[config.mk]
export PLATFORM = sky130hd
export DESIGN_NAME = poly_sweep
export DESIGN_NICKNAME = d
export VERILOG_FILES = /design/src/rtl/poly_sweep.sv
export SDC_FILE = /design/constraint.sdc
export NUM_CORES = 1
export LEC_CHECK = 0
export BUFFER_PORTS_ARGS = -buffer_cell sky130_fd_sc_hd__buf_2
export CORE_UTILIZATION = 53
export DETAILED_ROUTE_END_ITERATION = 10
export PLACE_DENSITY = 0.79
export SLEW_MARGIN = 30
export SYNTH_ARGS = -nofsm -noshare
export SYNTH_HDL_FRONTEND = slang
export SYNTH_SLANG_ARGS = --single-unit
[constraint.sdc]
create_clock -name clock -period 6.12 [get_ports clock]
set_clock_uncertainty 0.2 [all_clocks]
set_input_delay 1.224 -clock clock [delete_from_list [all_inputs] [get_ports clock]]
set_output_delay 1.224 -clock clock [all_outputs]
set_load 0.005 [all_outputs]
[src/rtl/poly_sweep.sv]
// Sweep sequencer for the polynomial solver: steps x over a signed range,
// runs the solver once per point and streams (x, y) pairs with statistics.
module poly_sweep #(
  parameter int TIMEOUT = 64,
  parameter int CNT_W   = 9
) (
  input  logic             clock,
  input  logic             reset,
  input  logic             go,
  input  logic [7:0]       x_first,
  input  logic [7:0]       x_last,
  input  logic [3:0]       x_step,
  input  logic [15:0]      a,
  input  logic [15:0]      b,
  input  logic [15:0]      c,
  output logic             sv_start,
  output logic [7:0]       sv_x,
  output logic [15:0]      sv_a,
  output logic [15:0]      sv_b,
  output logic [15:0]      sv_c,
  input  logic             sv_ready,
  input  logic             sv_valid,
  input  logic [15:0]      sv_y,
  output logic             out_valid,
  input  logic             out_ready,
  output logic [7:0]       out_x,
  output logic [15:0]      out_y,
  output logic             busy,
  output logic             done,
  output logic             error,
  output logic [CNT_W-1:0] count,
  output logic [15:0]      y_min,
  output logic [15:0]      y_max
);

  localparam int TW = $clog2(TIMEOUT + 1);

  localparam logic [2:0] S_IDLE   = 3'd0;
  localparam logic [2:0] S_ISSUE  = 3'd1;
  localparam logic [2:0] S_WAIT   = 3'd2;
  localparam logic [2:0] S_EMIT   = 3'd3;
  localparam logic [2:0] S_FINISH = 3'd4;

  logic [2:0]       state_q, state_d;
  logic [7:0]       cur_x_q, cur_x_d;
  logic [7:0]       x_last_q, x_last_d;
  logic [3:0]       step_q, step_d;
  logic [15:0]      a_q, a_d, b_q, b_d, c_q, c_d;
  logic             sv_start_q, sv_start_d;
  logic [7:0]       sv_x_q, sv_x_d;
  logic [TW-1:0]    timer_q, timer_d;
  logic             out_valid_q, out_valid_d;
  logic [7:0]       out_x_q, out_x_d;
  logic [15:0]      out_y_q, out_y_d;
  logic             busy_q, busy_d;
  logic             done_q, done_d;
  logic             error_q, error_d;
  logic [CNT_W-1:0] count_q, count_d;
  logic [15:0]      y_min_q, y_min_d;
  logic [15:0]      y_max_q, y_max_d;

  logic signed [8:0] next_x;
  logic signed [8:0] last9;
  logic              stop;

  // Next x is formed one bit wider so a step past +127 cannot wrap negative.
  assign next_x = {cur_x_q[7], cur_x_q} + {5'd0, step_q};
  assign last9  = {x_last_q[7], x_last_q};
  assign stop   = (next_x > last9) || (next_x > 9'sd127);

  always_comb begin
    state_d     = state_q;
    cur_x_d     = cur_x_q;
    x_last_d    = x_last_q;
    step_d      = step_q;
    a_d         = a_q;
    b_d         = b_q;
    c_d         = c_q;
    sv_start_d  = 1'b0;
    sv_x_d      = sv_x_q;
    timer_d     = timer_q;
    out_valid_d = out_valid_q;
    out_x_d     = out_x_q;
    out_y_d     = out_y_q;
    busy_d      = busy_q;
    done_d      = 1'b0;
    error_d     = error_q;
    count_d     = count_q;
    y_min_d     = y_min_q;
    y_max_d     = y_max_q;

    unique case (state_q)
      S_IDLE: begin
        if (go) begin
          cur_x_d  = x_first;
          x_last_d = x_last;
          step_d   = (x_step == 4'd0) ? 4'd1 : x_step;
          a_d      = a;
          b_d      = b;
          c_d      = c;
          count_d  = '0;
          error_d  = 1'b0;
          y_min_d  = 16'h7FFF;
          y_max_d  = 16'h8000;
          busy_d   = 1'b1;
          if ($signed(x_first) > $signed(x_last))
            state_d = S_FINISH;
          else
            state_d = S_ISSUE;
        end
      end
      S_ISSUE: begin
        if (sv_ready) begin
          sv_start_d = 1'b1;
          sv_x_d     = cur_x_q;
          timer_d    = '0;
          state_d    = S_WAIT;
        end
      end
      S_WAIT: begin
        // The start-pulse cycle itself never counts as a result.
        if (!sv_start_q && sv_valid) begin
          out_valid_d = 1'b1;
          out_x_d     = cur_x_q;
          out_y_d     = sv_y;
          state_d     = S_EMIT;
        end else if (timer_q == TW'(TIMEOUT - 1)) begin
          error_d = 1'b1;
          state_d = S_FINISH;
        end else begin
          timer_d = timer_q + TW'(1);
        end
      end
      S_EMIT: begin
        if (out_ready) begin
          out_valid_d = 1'b0;
          count_d     = count_q + CNT_W'(1);
          if ($signed(out_y_q) < $signed(y_min_q))
            y_min_d = out_y_q;
          if ($signed(out_y_q) > $signed(y_max_q))
            y_max_d = out_y_q;
          if (stop) begin
            state_d = S_FINISH;
          end else begin
            cur_x_d = next_x[7:0];
            state_d = S_ISSUE;
          end
        end
      end
      S_FINISH: begin
        done_d  = 1'b1;
        busy_d  = 1'b0;
        state_d = S_IDLE;
      end
      default: state_d = S_IDLE;
    endcase
  end

  always_ff @(posedge clock or posedge reset) begin
    if (reset) begin
      state_q     <= S_IDLE;
      cur_x_q     <= '0;
      x_last_q    <= '0;
      step_q      <= '0;
      a_q         <= '0;
      b_q         <= '0;
      c_q         <= '0;
      sv_start_q  <= 1'b0;
      sv_x_q      <= '0;
      timer_q     <= '0;
      out_valid_q <= 1'b0;
      out_x_q     <= '0;
      out_y_q     <= '0;
      busy_q      <= 1'b0;
      done_q      <= 1'b0;
      error_q     <= 1'b0;
      count_q     <= '0;
      y_min_q     <= '0;
      y_max_q     <= '0;
    end else begin
      state_q     <= state_d;
      cur_x_q     <= cur_x_d;
      x_last_q    <= x_last_d;
      step_q      <= step_d;
      a_q         <= a_d;
      b_q         <= b_d;
      c_q         <= c_d;
      sv_start_q  <= sv_start_d;
      sv_x_q      <= sv_x_d;
      timer_q     <= timer_d;
      out_valid_q <= out_valid_d;
      out_x_q     <= out_x_d;
      out_y_q     <= out_y_d;
      busy_q      <= busy_d;
      done_q      <= done_d;
      error_q     <= error_d;
      count_q     <= count_d;
      y_min_q     <= y_min_d;
      y_max_q     <= y_max_d;
    end
  end

  assign sv_start  = sv_start_q;
  assign sv_x      = sv_x_q;
  assign sv_a      = a_q;
  assign sv_b      = b_q;
  assign sv_c      = c_q;
  assign out_valid = out_valid_q;
  assign out_x     = out_x_q;
  assign out_y     = out_y_q;
  assign busy      = busy_q;
  assign done      = done_q;
  assign error     = error_q;
  assign count     = count_q;
  assign y_min     = y_min_q;
  assign y_max     = y_max_q;

endmodule

; ---- Yosys cells after proc, flatten, opt, wreduce, memory -nomap -nowiden
; Index checks and enable logic that the tools add are counted.
[op_classes]
addsub = 3
magnitude_cmp = 5
eq_ne = 16
muxes = 40
reduce_logical = 22
[op_table]
columns = cell, n
row1 = 2-to-1 mux 16 bit, 6
row2 = case mux 16 bit (2 select lines), 2
row3 = 2-to-1 mux 8 bit, 3
row4 = AND reduction 4 bit, 6
row5 = 2-to-1 mux 3 bit, 7
row6 = 2-to-1 mux 7 bit, 3
row7 = inequality test 2 bit (second input constant), 10
row8 = 2-to-1 mux 9 bit, 2
row9 = case mux 9 bit (2 select lines), 1
row10 = greater-than comparator 16 bit, 1
row11 = < comparator 16 bit, 1
row12 = case mux 8 bit (2 select lines), 1
row13 = case mux 7 bit (2 select lines), 1
row14 = case mux 3 bit (4 select lines), 1
row15 = nonzero test 2 bit, 5
row16 = adder 8 x 5 -> 9 bit, 1
row17 = adder 9 x 1 -> 9 bit (second input constant), 1
row18 = greater-than comparator 9 x 8 -> 1 bit, 1
row19 = greater-than comparator 9 x 8 -> 1 bit (second input constant), 1
row20 = 2-to-1 mux 1 bit, 9
row21 = greater-than comparator 8 bit, 1
row22 = AND reduction 2 bit, 4
row23 = adder 7 x 1 -> 7 bit (second input constant), 1
row24 = == test 7 x 6 -> 1 bit (second input constant), 1
row25 = 12 further kinds, 16
[totals]
reg_bits = 156
in_bits = 90
out_inout_bits = 126

; ---- Logic depth before layout (Yosys ltp)
; Gate-level depths: netlist of the first run.
[logic_depth]
depth_word = 6
mapped_depth = 13
depth_no_buf = 13

; ---- Worst setup path before layout of the first run
; Ideal clock, no wire load.
[synth_timing]
path_type = flip-flop to flip-flop
start = register cur_x_q[0]
end = register cur_x_q[0]
setup_time_ns = 0.125
arrival_time_ns = 3.299
required_time_ns = 5.795
path_slack_ns = 2.496
stages_incl_launch_ff = 14
synth_period_minus_slack_ns = 3.624
path_cell_list = dfrtp_1 -> ha_1 -> fa_1 -> a21o_1 -> a21oi_1 -> nor2_1 -> xor2_1 -> ha_1 -> nand4_1 -> a21o_1 -> a31oi_1 -> nor3b_2 -> a21oi_4 -> mux2_2
[synth_between]
elab_chain_cells = 5
word_cells_on_any_way = 9
[synth_lines]
columns = element, line
row1 = from (decl), 45  ; logic [7:0] cur_x_q, cur_x_d;
row2 = from (signal assigned), 182  ; cur_x_q <= cur_x_d;
row3 = adder 8 x 5 -> 9 bit *, 67  ; assign next_x = {cur_x_q[7], cur_x_q} + {5'd0, step_q};
row4 = greater-than comparator 9 x 8 -> 1 bit, 69  ; assign stop = (next_x > last9) || (next_x > 9'sd127);
row5 = logical OR 1 bit, 69
row6 = inequality test 2 bit (no line), -
row7 = AND reduction 4 bit (no line), -
; Mark *: on every way between the ends. The rest lies on a longest branch, timed or not. The select of a mux whose other input is x is not followed.
; A chain may end at the register's enable or synchronous reset.

; ---- Worst setup path after layout of the first run
[layout_timing]
start = register cur_x_q[0]
end = register cur_x_q[5]
; The elaborated chain is that of the path after synthesis.

==> results of run 1 <==
[synthesized netlist by cell type (all sizes together), types with 2 or more instances]
cell type / n
a21o: 8
ha: 54
or2b: 2
nor2: 51
nor3b: 4
a22oi: 15
a311oi: 2
nand4: 11
dfrtp: 156
a211oi: 3
o21ai: 27
o221ai: 2
nand3: 28
mux2: 35
a21oi: 21
a211o: 7
nor4: 3
nor2b: 4
or3: 3
inv: 59
o22ai: 3
a31oi: 2
and3: 5
xor2: 9
o21bai: 4
buf: 24
nor3: 9
nand2: 217
o22a: 15
mux2i: 20
clkbuf: 13
o211ai: 4
nand2b: 6
xnor2: 4
[layout make-up]
cell class / instances / area (µm²)
multi-input combinational: 596 / 3880
clock inverter: 14 / 123
timing repair buffer: 222 / 1130
inverter: 59 / 229
fill: 1242 / 5220
tap: 188 / 235
sequential: 156 / 3900
clock buffer: 17 / 425
[per-stage QoR]
stage	util	std cells
final	0.656	1252
after global routing	0.656	1252
after CTS	0.655	1252
after detailed placement	0.619	1221
after global placement	0.618	1220
after floorplan	-	848
[registers in the layout, summed over array words and instances (netlist names), 3 cells and up]
name	cells
count	9
state_q	3
y_min	16
x_last_q	8
sv_c	16
timer_q	7
out_x	8
cur_x_q	8
y_max	16
out_y	16
sv_a	16
sv_x	8
sv_b	16
step_q	4
[cells by family (layout without fill, tap and decap cells)]
| family | count (synthesis) | after routing |
|---|---|---|
| simple gates | 349 | 349 |
| compound gates | 124 | 124 |
| mux | 55 | 55 |
| flops | 156 | 156 |
| xor+xnor | 13 | 13 |
| buf+inv | 96 | 312 |
| fa+ha+maj | 55 | 55 |
[metal layers]
layer	global-route usage	up-vias	wire length, µm
met1	0.313	3273	8340
li1	-	3298	-
met2	0.436	241	9680
met4	0.0879	0	323
met5	0	-	0
met3	0.0658	29	1240
[power by group through the flow]
stage / clock network, W / logic, W / registers (W)
CTS: 0.00101 / 0.00243 / 0.00186
finish: 0.000986 / 0.00241 / 0.00186
floorplan: 0 / 0.00165 / 0.00180
global route: 0.00105 / 0.00270 / 0.00192
detailed placement: 0 / 0.00241 / 0.00186
global placement: 0 / 0.00231 / 0.00185
[critical path, delay by kind of cell (launching register included)]
family	cells	cell delay, ns
AOI/OAI and AO/OA	5	1.44
adders and majority gates	3	1.00
and+or+nand+nor	3	0.45
DFF	1	0.41
muxes	1	0.38
xor gates and xnor gates	1	0.17
[worst max path at each step]
stage	depth (start not counted)	endpoint	slack, ns	start
2_1_floorplan	1	busy$_DFFE_PP0P_	0.49	reset
3_5_place_dp	13	cur_x_q[5]$_DFFE_PP0P_	2.08	cur_x_q[0]$_DFFE_PP0P_
3_3_place_gp	13	cur_x_q[0]$_DFFE_PP0P_	2.20	cur_x_q[0]$_DFFE_PP0P_
5_1_grt	13	cur_x_q[5]$_DFFE_PP0P_	1.76	cur_x_q[0]$_DFFE_PP0P_
4_1_cts	13	cur_x_q[5]$_DFFE_PP0P_	2.05	cur_x_q[0]$_DFFE_PP0P_
6_report	13	cur_x_q[5]$_DFFE_PP0P_	1.97	cur_x_q[0]$_DFFE_PP0P_
==> summary.md, run 1 <==
| Metric | Value |
|---|---|
| Hold Worst Slack | 0.268 ns |
| PnR worst setup slack | 1.97 ns |
| Register area share after synthesis | 0.477 |
| R2R Path End | cur_x_q[5]$_DFFE_PP0P_ |
| Required @ worst endpoint | 6.23 ns |
| Die H | 126 µm |
| Leak | 5.28 nW |
| I/O pin count | 216 |
| Layout cells sized above 1 | 0.298 |
| Via/cell ratio | 5.46 |
| Psw | 0.00216 W |
| CP max stage delay | 0.42 ns |
| First-pass GRT wire length | 31700 µm |
| Yosys warnings | 0 |
| Total track usage | 0.255 |
| Core Rows | 45 |
| Die ar. | 15900 µm² |
| Synth Instances | 848 |
| Number of global-route vias before repair | 6594 |
| Worst path slowest cell | fa_1 |
| Place WS | 2.08 ns |
| Most frequent cells in the layout | 215 x nand2_1, 215 x buf_2, 156 x dfrtp_1, 58 x inv_1, 54 x ha_1 |
| Critical path type | reg2reg |
| Max cap viols | 0 |
| Initial Utilization | 0.540 |
| Initial antenna violation count | 0 |
| Initial DRT Pass Iterations | 5 |
| Core Box Area | 15100 µm² |
| Design Power | 0.00526 W |
| Iteration-0 DRC Markers | 376 |
| Yosys top cell area share | 0.477 |
| Worst-skew pair later-pin latency | 0.43 ns |
| Antenna Nets Post-Route | 0 |
| Final Hold Vio Count | 0 |
| Dpl hpwl | 14000 µm |
| Cells along the critical path | ha_1 > fa_1 > a21o_1 > a21oi_1 > nor2_1 > xor2_1 > ha_1 > nand4_1 > a21o_1 > a31oi_1 > nor3b_2 > a21oi_4 > mux2_2 |
| Die X | 126 µm |
| Worst-path clk slew | 0.07 ns |
| Status | finished, final reports clean |
| RSZ-0062 raised after global routing | no |
| Final Max Tran Viols | 0 |
| Final Wtd Congestion | 0.884 |
| Nets | 1197 |
| Post-cts resize count | 0 |
| Largest cells by area after synthesis | dfrtp_1 48%, nand2_1 9.9%, ha_1 8.3% |
| Post-synth EDFFs | 0 |
| WL per Instance | 15.6 µm |
| Cell variety after synth | 68 |
| DR DRC count | 0 |
| Seq cells post-synth | 156 |
| R2R setup slack | 1.97 ns |
| Setup TNS | 0 ns |
| H-tree levels | 4 |
| Post-synthesis xor/xnor area fraction | 0.0139 |
| Post-synth ARST share | 1.00 |
| Clock Tree Buf Depth | 2 |
| Post-layout min period | 4.15 ns |
| Largest net degree at the start of global routing | 115 |
| Gate power share | 0.459 |
| Power per cell area | 530 nW/µm² |
| Sink Count | 156 |
| Internal power | 0.00310 W |
| Placed Area | 9370 µm² |
| Hold path depth | 2 |
| Adder-cell area share of the yosys netlist | 0.0851 |
| Synthesis-to-finish area growth | 21.4% |
| PortBufs | 215 |
| Reg2Reg Launch Point | cur_x_q[0]$_DFFE_PP0P_ |
| Endpoint with the worst hold slack | sv_c[12]$_DFFE_PP0P_ |
| Synth Area in Compound Gates | 0.114 |
| Post-CTS setup buffer count | 0 |
| Total CTS buffers | 17 |
| CP Max Fanout | 8 |
| Crit path launch type | flip-flop |
| Syn_area_per_cell | 9.64 µm² |
| Worst R2R Path Depth | 13 |
| Hold Buf Count CTS | 0 |
| HP Class | reg2reg |
| Clock root cell | clkbuf_16 |
| Mapped Area | 8180 µm² |
| Ant diodes | 0 |
| Max frequency | 0.241 GHz |
| Sw Ratio | 0.410 |
| Vias | 6841 |
| Start point of the worst hold path | sv_c[12]$_DFFE_PP0P_ |
| Part of the power in registers | 0.354 |
| Fin crit share | 0.679 |
| Number of setup violations in the final report | 0 |
| Grt ovf | 0 |
| VDD IR max | 0.000285 V |
| Prevailing post-synth register cell | dfrtp_1 |
| Clock power share | 0.187 |
| CTS tree | done |
| Slew margin rel. | 0.477 |
| Simple-gate share of the synthesized area | 0.186 |
| Tightest Pin Transition | 0.785 ns |
| Data arrival time of the worst path | 4.26 ns |
| Mux contribution to synthesized area | 0.0727 |
| Post-route cell area | 9930 µm² |
| Largest family of logic cells by synthesized area | simple AND/OR/NAND/NOR gates |
| CP Capture Type | flip-flop |
| Area leader, netlist | dfrtp_1 |
| Drt total wl | 19600 µm |
| Post-Syn Nets | 993 |
Power figures use the tool's default switching activity.
==> inputs of run 2 (changes only) <==
--- a/config.mk
+++ b/config.mk
@@ -5,10 +5,11 @@
 export SDC_FILE = /design/constraint.sdc
 export NUM_CORES = 1
 export LEC_CHECK = 0
+export ABC_AREA = 1
 export BUFFER_PORTS_ARGS = -buffer_cell sky130_fd_sc_hd__buf_2
-export CORE_UTILIZATION = 53
+export CORE_UTILIZATION = 48
 export DETAILED_ROUTE_END_ITERATION = 10
-export PLACE_DENSITY = 0.79
+export PLACE_DENSITY = 0.76
 export SLEW_MARGIN = 30
 export SYNTH_ARGS = -nofsm -noshare
 export SYNTH_HDL_FRONTEND = slang
==> constraint.sdc (replaced) <==
create_clock -name clock -period 3.6 [get_ports clock]
set_clock_uncertainty 0.2 [all_clocks]
set_input_delay 0.72 -clock clock [delete_from_list [all_inputs] [get_ports clock]]
set_output_delay 0.72 -clock clock [all_outputs]
set_load 0.005 [all_outputs]
==> run 2 against run 1 <==
Critical path type unchanged. Hold slack lost 0.070 ns. Sequential power grew 62%. Routed wire length grew 1.9%. Cell count grew 16%. Critical endpoint is now cur_x_q[3]$_DFFE_PP0P_. Highest routed layer unchanged. Count of clock-buffer cells in the layout grew 5. Cell area grew 0.33%. Critical path depth grew 6.
==> summary.md, run 2 <==
| Metric | Value |
|---|---|
| Status | finished, final reports clean |
| Post-CTS setup buffer count | 0 |
| Gate power share | 0.421 |
| Nets | 1367 |
| Prevailing post-synth register cell | dfrtp_1 |
| Psw | 0.00345 W |
| Antenna Nets Post-Route | 0 |
| Crit path launch type | flip-flop |
| VDD IR max | 0.000469 V |
| Internal power | 0.00523 W |
| Largest cells by area after synthesis | dfrtp_1 49%, nand2_1 18%, ha_1 8.4% |
| Power per cell area | 871 nW/µm² |
| Required @ worst endpoint | 3.76 ns |
| Die ar. | 17200 µm² |
| Cell variety after synth | 35 |
| Yosys top cell area share | 0.487 |
| Mapped Area | 8020 µm² |
| CP Max Fanout | 9 |
| Number of global-route vias before repair | 6911 |
| Commonest non-fill, non-tap cell in the layout | nand2_1 |
| Clock power share | 0.232 |
| Place WS | 0.322 ns |
| Worst-path clk slew | 0.06 ns |
| Dpl hpwl | 14300 µm |
| Synthesis-to-finish area growth | 24.3% |
| CTS tree | done |
| Final Hold Vio Count | 0 |
| Post-Syn Nets | 1161 |
| Number of setup violations in the final report | 0 |
| Seq cells post-synth | 156 |
| Worst R2R Path Depth | 19 |
| CP most frequent cell | nand2_1 |
| Most frequent cells in the layout | 386 x nand2_1, 215 x buf_2, 156 x dfrtp_1, 110 x inv_1, 67 x nand3_1 |
| Fin crit share | 0.922 |
| Hold Buf Count CTS | 0 |
| RSZ-0062 raised after global routing | no |
| HP Class | in2async |
| Via/cell ratio | 5.00 |
| Area leader, netlist | dfrtp_1 |
| Sink Count | 156 |
| Post-layout min period | 3.32 ns |
| Cells along the critical path | ha_1 > fa_1 > nand3_1 > nand2_1 > nand2_1 > nor2_1 > xor2_1 > inv_1 > ha_1 > nand2_1 > nor2_1 > nand4_1 > nand3_1 > nand3_1 > nand4_1 > nand2_2 > nand2_2 > nand2_1 > nand2_1 |
| H-tree levels | 4 |
| Die X | 131 µm |
| Tightest Pin Transition | 0.786 ns |
| CP Capture Type | flip-flop |
| Drt total wl | 20000 µm |
| Sw Ratio | 0.398 |
| WL per Instance | 13.8 µm |
| Layout cells sized above 1 | 0.223 |
| Largest net degree at the start of global routing | 95 |
| Initial Utilization | 0.497 |
| Ant diodes | 0 |
| PortBufs | 215 |
| Syn_area_per_cell | 7.89 µm² |
| Vias | 7262 |
| Post-synth EDFFs | 0 |
| Max cap viols | 0 |
| Clock root cell | clkbuf_16 |
| Synth Instances | 1016 |
| DR DRC count | 0 |
| Count leader, synth | nand2_1 |
| PnR worst setup slack | 0.281 ns |
| I/O pin count | 216 |
| Post-synth ARST share | 1.00 |
| Critical path type | reg2reg |
| Design Power | 0.00867 W |
| Final Wtd Congestion | 0.875 |
| Part of the power in registers | 0.347 |
| Max frequency | 0.301 GHz |
| Iteration-0 DRC Markers | 428 |
| Die H | 131 µm |
| Final Max Tran Viols | 0 |
| Data arrival time of the worst path | 3.48 ns |
| Register area share after synthesis | 0.487 |
| Slew margin rel. | 0.476 |
| Initial antenna violation count | 0 |
| Core Box Area | 16100 µm² |
| Fill cells | 1474 |
| Initial DRT Pass Iterations | 5 |
| Leak | 5.67 nW |
| Util after Layout | 0.618 |
| Total track usage | 0.243 |
| Commonest cells post-synth | 387 x nand2_1, 156 x dfrtp_1, 111 x inv_1 |
| First-pass GRT wire length | 33500 µm |
| Worst path slowest cell | fa_1 |
| Yosys warnings | 0 |
| Grt ovf | 0 |
| Total CTS buffers | 17 |
| Worst-skew pair later-pin latency | 0.43 ns |
| Clock Tree Buf Depth | 2 |
| Core Rows | 46 |
| Post-cts resize count | 0 |
| Setup TNS | 0 ns |
| CP max stage delay | 0.41 ns |
| Hold Worst Slack | 0.197 ns |
## run 2: path summary, 6_finish.rpt
kind,to,from,slack (ns)
min in group clock,sv_a[1]$_DFFE_PP0P_,sv_a[1]$_DFFE_PP0P_,0.27
max in group asynchronous,sv_start$_DFF_PP0_,reset,2.51
min,sv_a[5]$_DFFE_PP0P_,reset,0.20
min reg2reg,sv_a[1]$_DFFE_PP0P_,sv_a[1]$_DFFE_PP0P_,0.27
max reg2reg,cur_x_q[3]$_DFFE_PP0P_,cur_x_q[0]$_DFFE_PP0P_,0.28
max,cur_x_q[3]$_DFFE_PP0P_,cur_x_q[0]$_DFFE_PP0P_,0.28
## run 2: cells by family (layout without fill, tap and decap cells)
logic type      count (synthesis)  count (layout)  synth area share
flops                         156             156             0.487
compound gates                 96              96            0.0623
buf+inv                       152             371            0.0732
xor+xnor                        7               7           0.00765
fa+ha+maj                      55              55            0.0868
simple gates                  550             550             0.283
## run 2: power by group through the flow
stage                     logic [W]  clock network [W]  registers [W]
after floorplan             0.00235                  0        0.00299
after global placement      0.00353                  0        0.00299
after detailed placement    0.00367                  0        0.00301
after CTS                   0.00369            0.00204        0.00300
after global routing        0.00421            0.00211        0.00310
final                       0.00365            0.00201        0.00301
## run 2: area by class of cell
type | count | area [µm²] | share of cell area
multi-input combinational | 708 | 3530 | 0.355
clock inverter | 10 | 185 | 0.0186
clock buffer | 22 | 474 | 0.0476
tap | 216 | 270 | 0.0271
inverter | 118 | 448 | 0.0450
timing repair buffer | 221 | 1150 | 0.115
sequential | 156 | 3900 | 0.392
## run 2: per-layer routing
metal	up-vias	part of all wire	track usage
li1	3611	-	-
met1	3414	0.45	0.317
met2	217	0.48	0.404
met3	20	0.053	0.0459
met4	0	0.014	0.0817
met5	-	0	0
## run 2: critical path, delay by kind of cell, from the launching register on
kind / cells / cell delay, ns
xor gates and xnor gates: 1 / 0.17
buffers and inverters: 1 / 0.07
and+or+nand+nor: 14 / 1.47
DFF: 1 / 0.39
adders and majority gates: 3 / 0.94
## run 2: per-stage QoR
step / std cells / area [µm²]
2_1_floorplan: 1016 / 8020
3_3_place_gp: 1419 / 9300
3_5_place_dp: 1419 / 9300
4_1_cts: 1451 / 9950
5_1_grt: 1451 / 9960
6_report: 1451 / 9960
==> inputs of run 3 (changes only) <==
--- a/config.mk
+++ b/config.mk
@@ -5,7 +5,6 @@
 export SDC_FILE = /design/constraint.sdc
 export NUM_CORES = 1
 export LEC_CHECK = 0
-export ABC_AREA = 1
 export BUFFER_PORTS_ARGS = -buffer_cell sky130_fd_sc_hd__buf_2
 export CORE_UTILIZATION = 48
 export DETAILED_ROUTE_END_ITERATION = 10
==> run 3 against run 2 <==
Critical path depth fell by 5. Core utilization fell by 0.26 points. Setup slack got worse by 0.14 ns. Maximum frequency fell by 4.2%. Register-to-register slack got worse by 0.14 ns. Cell count fell by 9.9%. Sequential share of layout area fell by 0.95 points. Hold slack got worse by 0.077 ns. Non-clock buffer count rose by 23. Routed wire length rose by 0.34%. Combinational power rose by 17%.
==> summary.md, run 3 (synthesized netlist as in run 1, its figures left out) <==
| Metric | Value |
|---|---|
| Status | finished, final reports clean |
| Sink Count | 156 |
| Final Wtd Congestion | 0.839 |
| Die H | 133 µm |
| Iteration-0 DRC Markers | 362 |
| Ant diodes | 0 |
| Max cap viols | 0 |
| Antenna Nets Post-Route | 0 |
| Gate power share | 0.468 |
| Largest net degree at the start of global routing | 42 |
| Number of global-route vias before repair | 6782 |
| RSZ-0062 raised after global routing | no |
| Total track usage | 0.238 |
| Cells along the critical path | ha_4 > fa_2 > a21o_1 > a21oi_2 > nor2_1 > xor2_1 > ha_1 > nand4_1 > a21o_1 > a31oi_2 > nor3b_2 > buf_4 > buf_4 > a221o_1 |
| Leak | 5.41 nW |
| Power per cell area | 896 nW/µm² |
| Sw Ratio | 0.406 |
| Crit path from | cur_x_q[0]$_DFFE_PP0P_ |
| Initial Utilization | 0.493 |
| WL per Instance | 15.3 µm |
| Vias | 6853 |
| Synthesis-to-finish area growth | 24.8% |
| Slew margin rel. | 0.502 |
| Die X | 133 µm |
| R2R setup slack | 0.14 ns |
| Post-layout min period | 3.46 ns |
| Delay-heaviest family, CP | compound AO/OA/AOI/OAI gates |
| I/O pin count | 216 |
| Total CTS buffers | 17 |
| Required @ worst endpoint | 3.71 ns |
| Clock Tree Buf Depth | 2 |
| Clock power share | 0.187 |
| CP Max Fanout | 3 |
| Tightest Pin Transition | 0.744 ns |
| VDD IR max | 0.000527 V |
| Part of the power in registers | 0.345 |
| Number of setup violations in the final report | 0 |
| PnR worst setup slack | 0.136 ns |
| Psw | 0.00371 W |
| Nets | 1219 |
| Worst path slowest cell | dfrtp_1 |
| Setup TNS | 0 ns |
| Data arrival time of the worst path | 3.57 ns |
| CP Depth | 14 |
| Critical Path End | state_q[0]$_DFFE_PP0P_ |
| Layout cells sized above 1 | 0.316 |
| Critical path type | reg2reg |
| HP Class | in2async |
| Max frequency | 0.289 GHz |
| Worst R2R Path Depth | 14 |
| Drt total wl | 20000 µm |
| Initial DRT Pass Iterations | 5 |
| Worst-skew pair later-pin latency | 0.43 ns |
| Place WS | 0.0189 ns |
| First-pass GRT wire length | 33000 µm |
| R2R Path End | state_q[0]$_DFFE_PP0P_ |
| Crit path launch type | flip-flop |
| Dpl hpwl | 15000 µm |
| CP bufs+invs | 2 |
| Initial antenna violation count | 0 |
| CP Capture Type | flip-flop |
| Reg2Reg Launch Point | cur_x_q[0]$_DFFE_PP0P_ |
| Fill cells | 1404 |
| Clock root cell | clkbuf_16 |
| Final Max Tran Viols | 0 |
| DR DRC count | 0 |
| Fin crit share | 0.962 |
| PortBufs | 215 |
| Grt ovf | 0 |
| Core Box Area | 16600 µm² |
| Worst-path clk slew | 0.07 ns |
| Most frequent cells in the layout | 215 x nand2_1, 215 x buf_2, 156 x dfrtp_1, 58 x inv_1, 53 x ha_1 |
| Core Rows | 47 |
| H-tree levels | 4 |
| Internal power | 0.00543 W |
| Via/cell ratio | 5.24 |
| Final Hold Vio Count | 0 |
| CTS tree | done |
| Die ar. | 17600 µm² |
| CP max stage delay | 0.42 ns |
run 3: worst min path at each step:
stage | startpoint | end | slack, ns | cells past startpoint
global placement | sv_c[13]$_DFFE_PP0P_ | sv_c[13]$_DFFE_PP0P_ | 0.25 | 2
global route | reset | sv_a[13]$_DFFE_PP0P_ | 0.14 | 2
floorplan | step_q[2]$_DFFE_PP0P_ | step_q[2]$_DFFE_PP0P_ | 0.25 | 2
CTS | reset | sv_a[13]$_DFFE_PP0P_ | 0.12 | 2
finish | reset | sv_a[13]$_DFFE_PP0P_ | 0.12 | 2
detailed placement | sv_b[15]$_DFFE_PP0P_ | sv_b[15]$_DFFE_PP0P_ | 0.26 | 2
run 3: what timing repair did:
item | in CTS | in global routing
setup buffers | 0 | 5
setup endpoints to repair | 0 | 9
hold buffers | 0 | 0
gates resized for setup | 0 | 7
run 3: worst reg2reg max path, delay by kind of cell, from the launching register on:
family	cells	cell delay [ns]
AOI/OAI and AO/OA	5	1.12
xor gates and xnor gates	1	0.16
adders and majority gates	3	0.86
buffers and inverters	2	0.26
DFF	1	0.42
and+or+nand+nor	3	0.32
run 3: layout make-up:
cell class	instances	area, µm²	share of cell area
Multi-Input combinational cell	596	3910	0.383
Inverter	59	225	0.0221
Clock buffer	18	429	0.0420
Tap cell	220	275	0.0270
Sequential cell	156	3900	0.382
Clock inverter	14	125	0.0123
Timing Repair Buffer	244	1340	0.132
run 3: routing by layer:
metal,wire length (µm),global-route usage,vias up
met4,401,0.0875,0
met3,1040,0.0594,30
li1,-,-,3341
met2,9730,0.406,205
met1,8860,0.290,3277
met5,0,0,-
run 3: per-stage QoR:
stage	hold WS, ns	area, µm²	utilization	std cells	power, W
3_3_place_gp	0.253	9570	0.577	1269	0.00720
3_5_place_dp	0.257	9590	0.578	1270	0.00736
2_1_floorplan	0.250	8180	-	848	0.00586
6_report	0.120	10200	0.616	1307	0.00914
5_1_grt	0.137	10200	0.616	1307	0.00988
4_1_cts	0.120	10100	0.612	1302	0.00911
run 3: power groups by stage:
stage | Combinational (W) | Sequential, W | Clock (W)
floorplan | 0.00281 | 0.00306 | 0
detailed placement | 0.00421 | 0.00315 | 0
finish | 0.00428 | 0.00315 | 0.00171
CTS | 0.00422 | 0.00315 | 0.00174
global placement | 0.00406 | 0.00314 | 0
global route | 0.00479 | 0.00326 | 0.00183
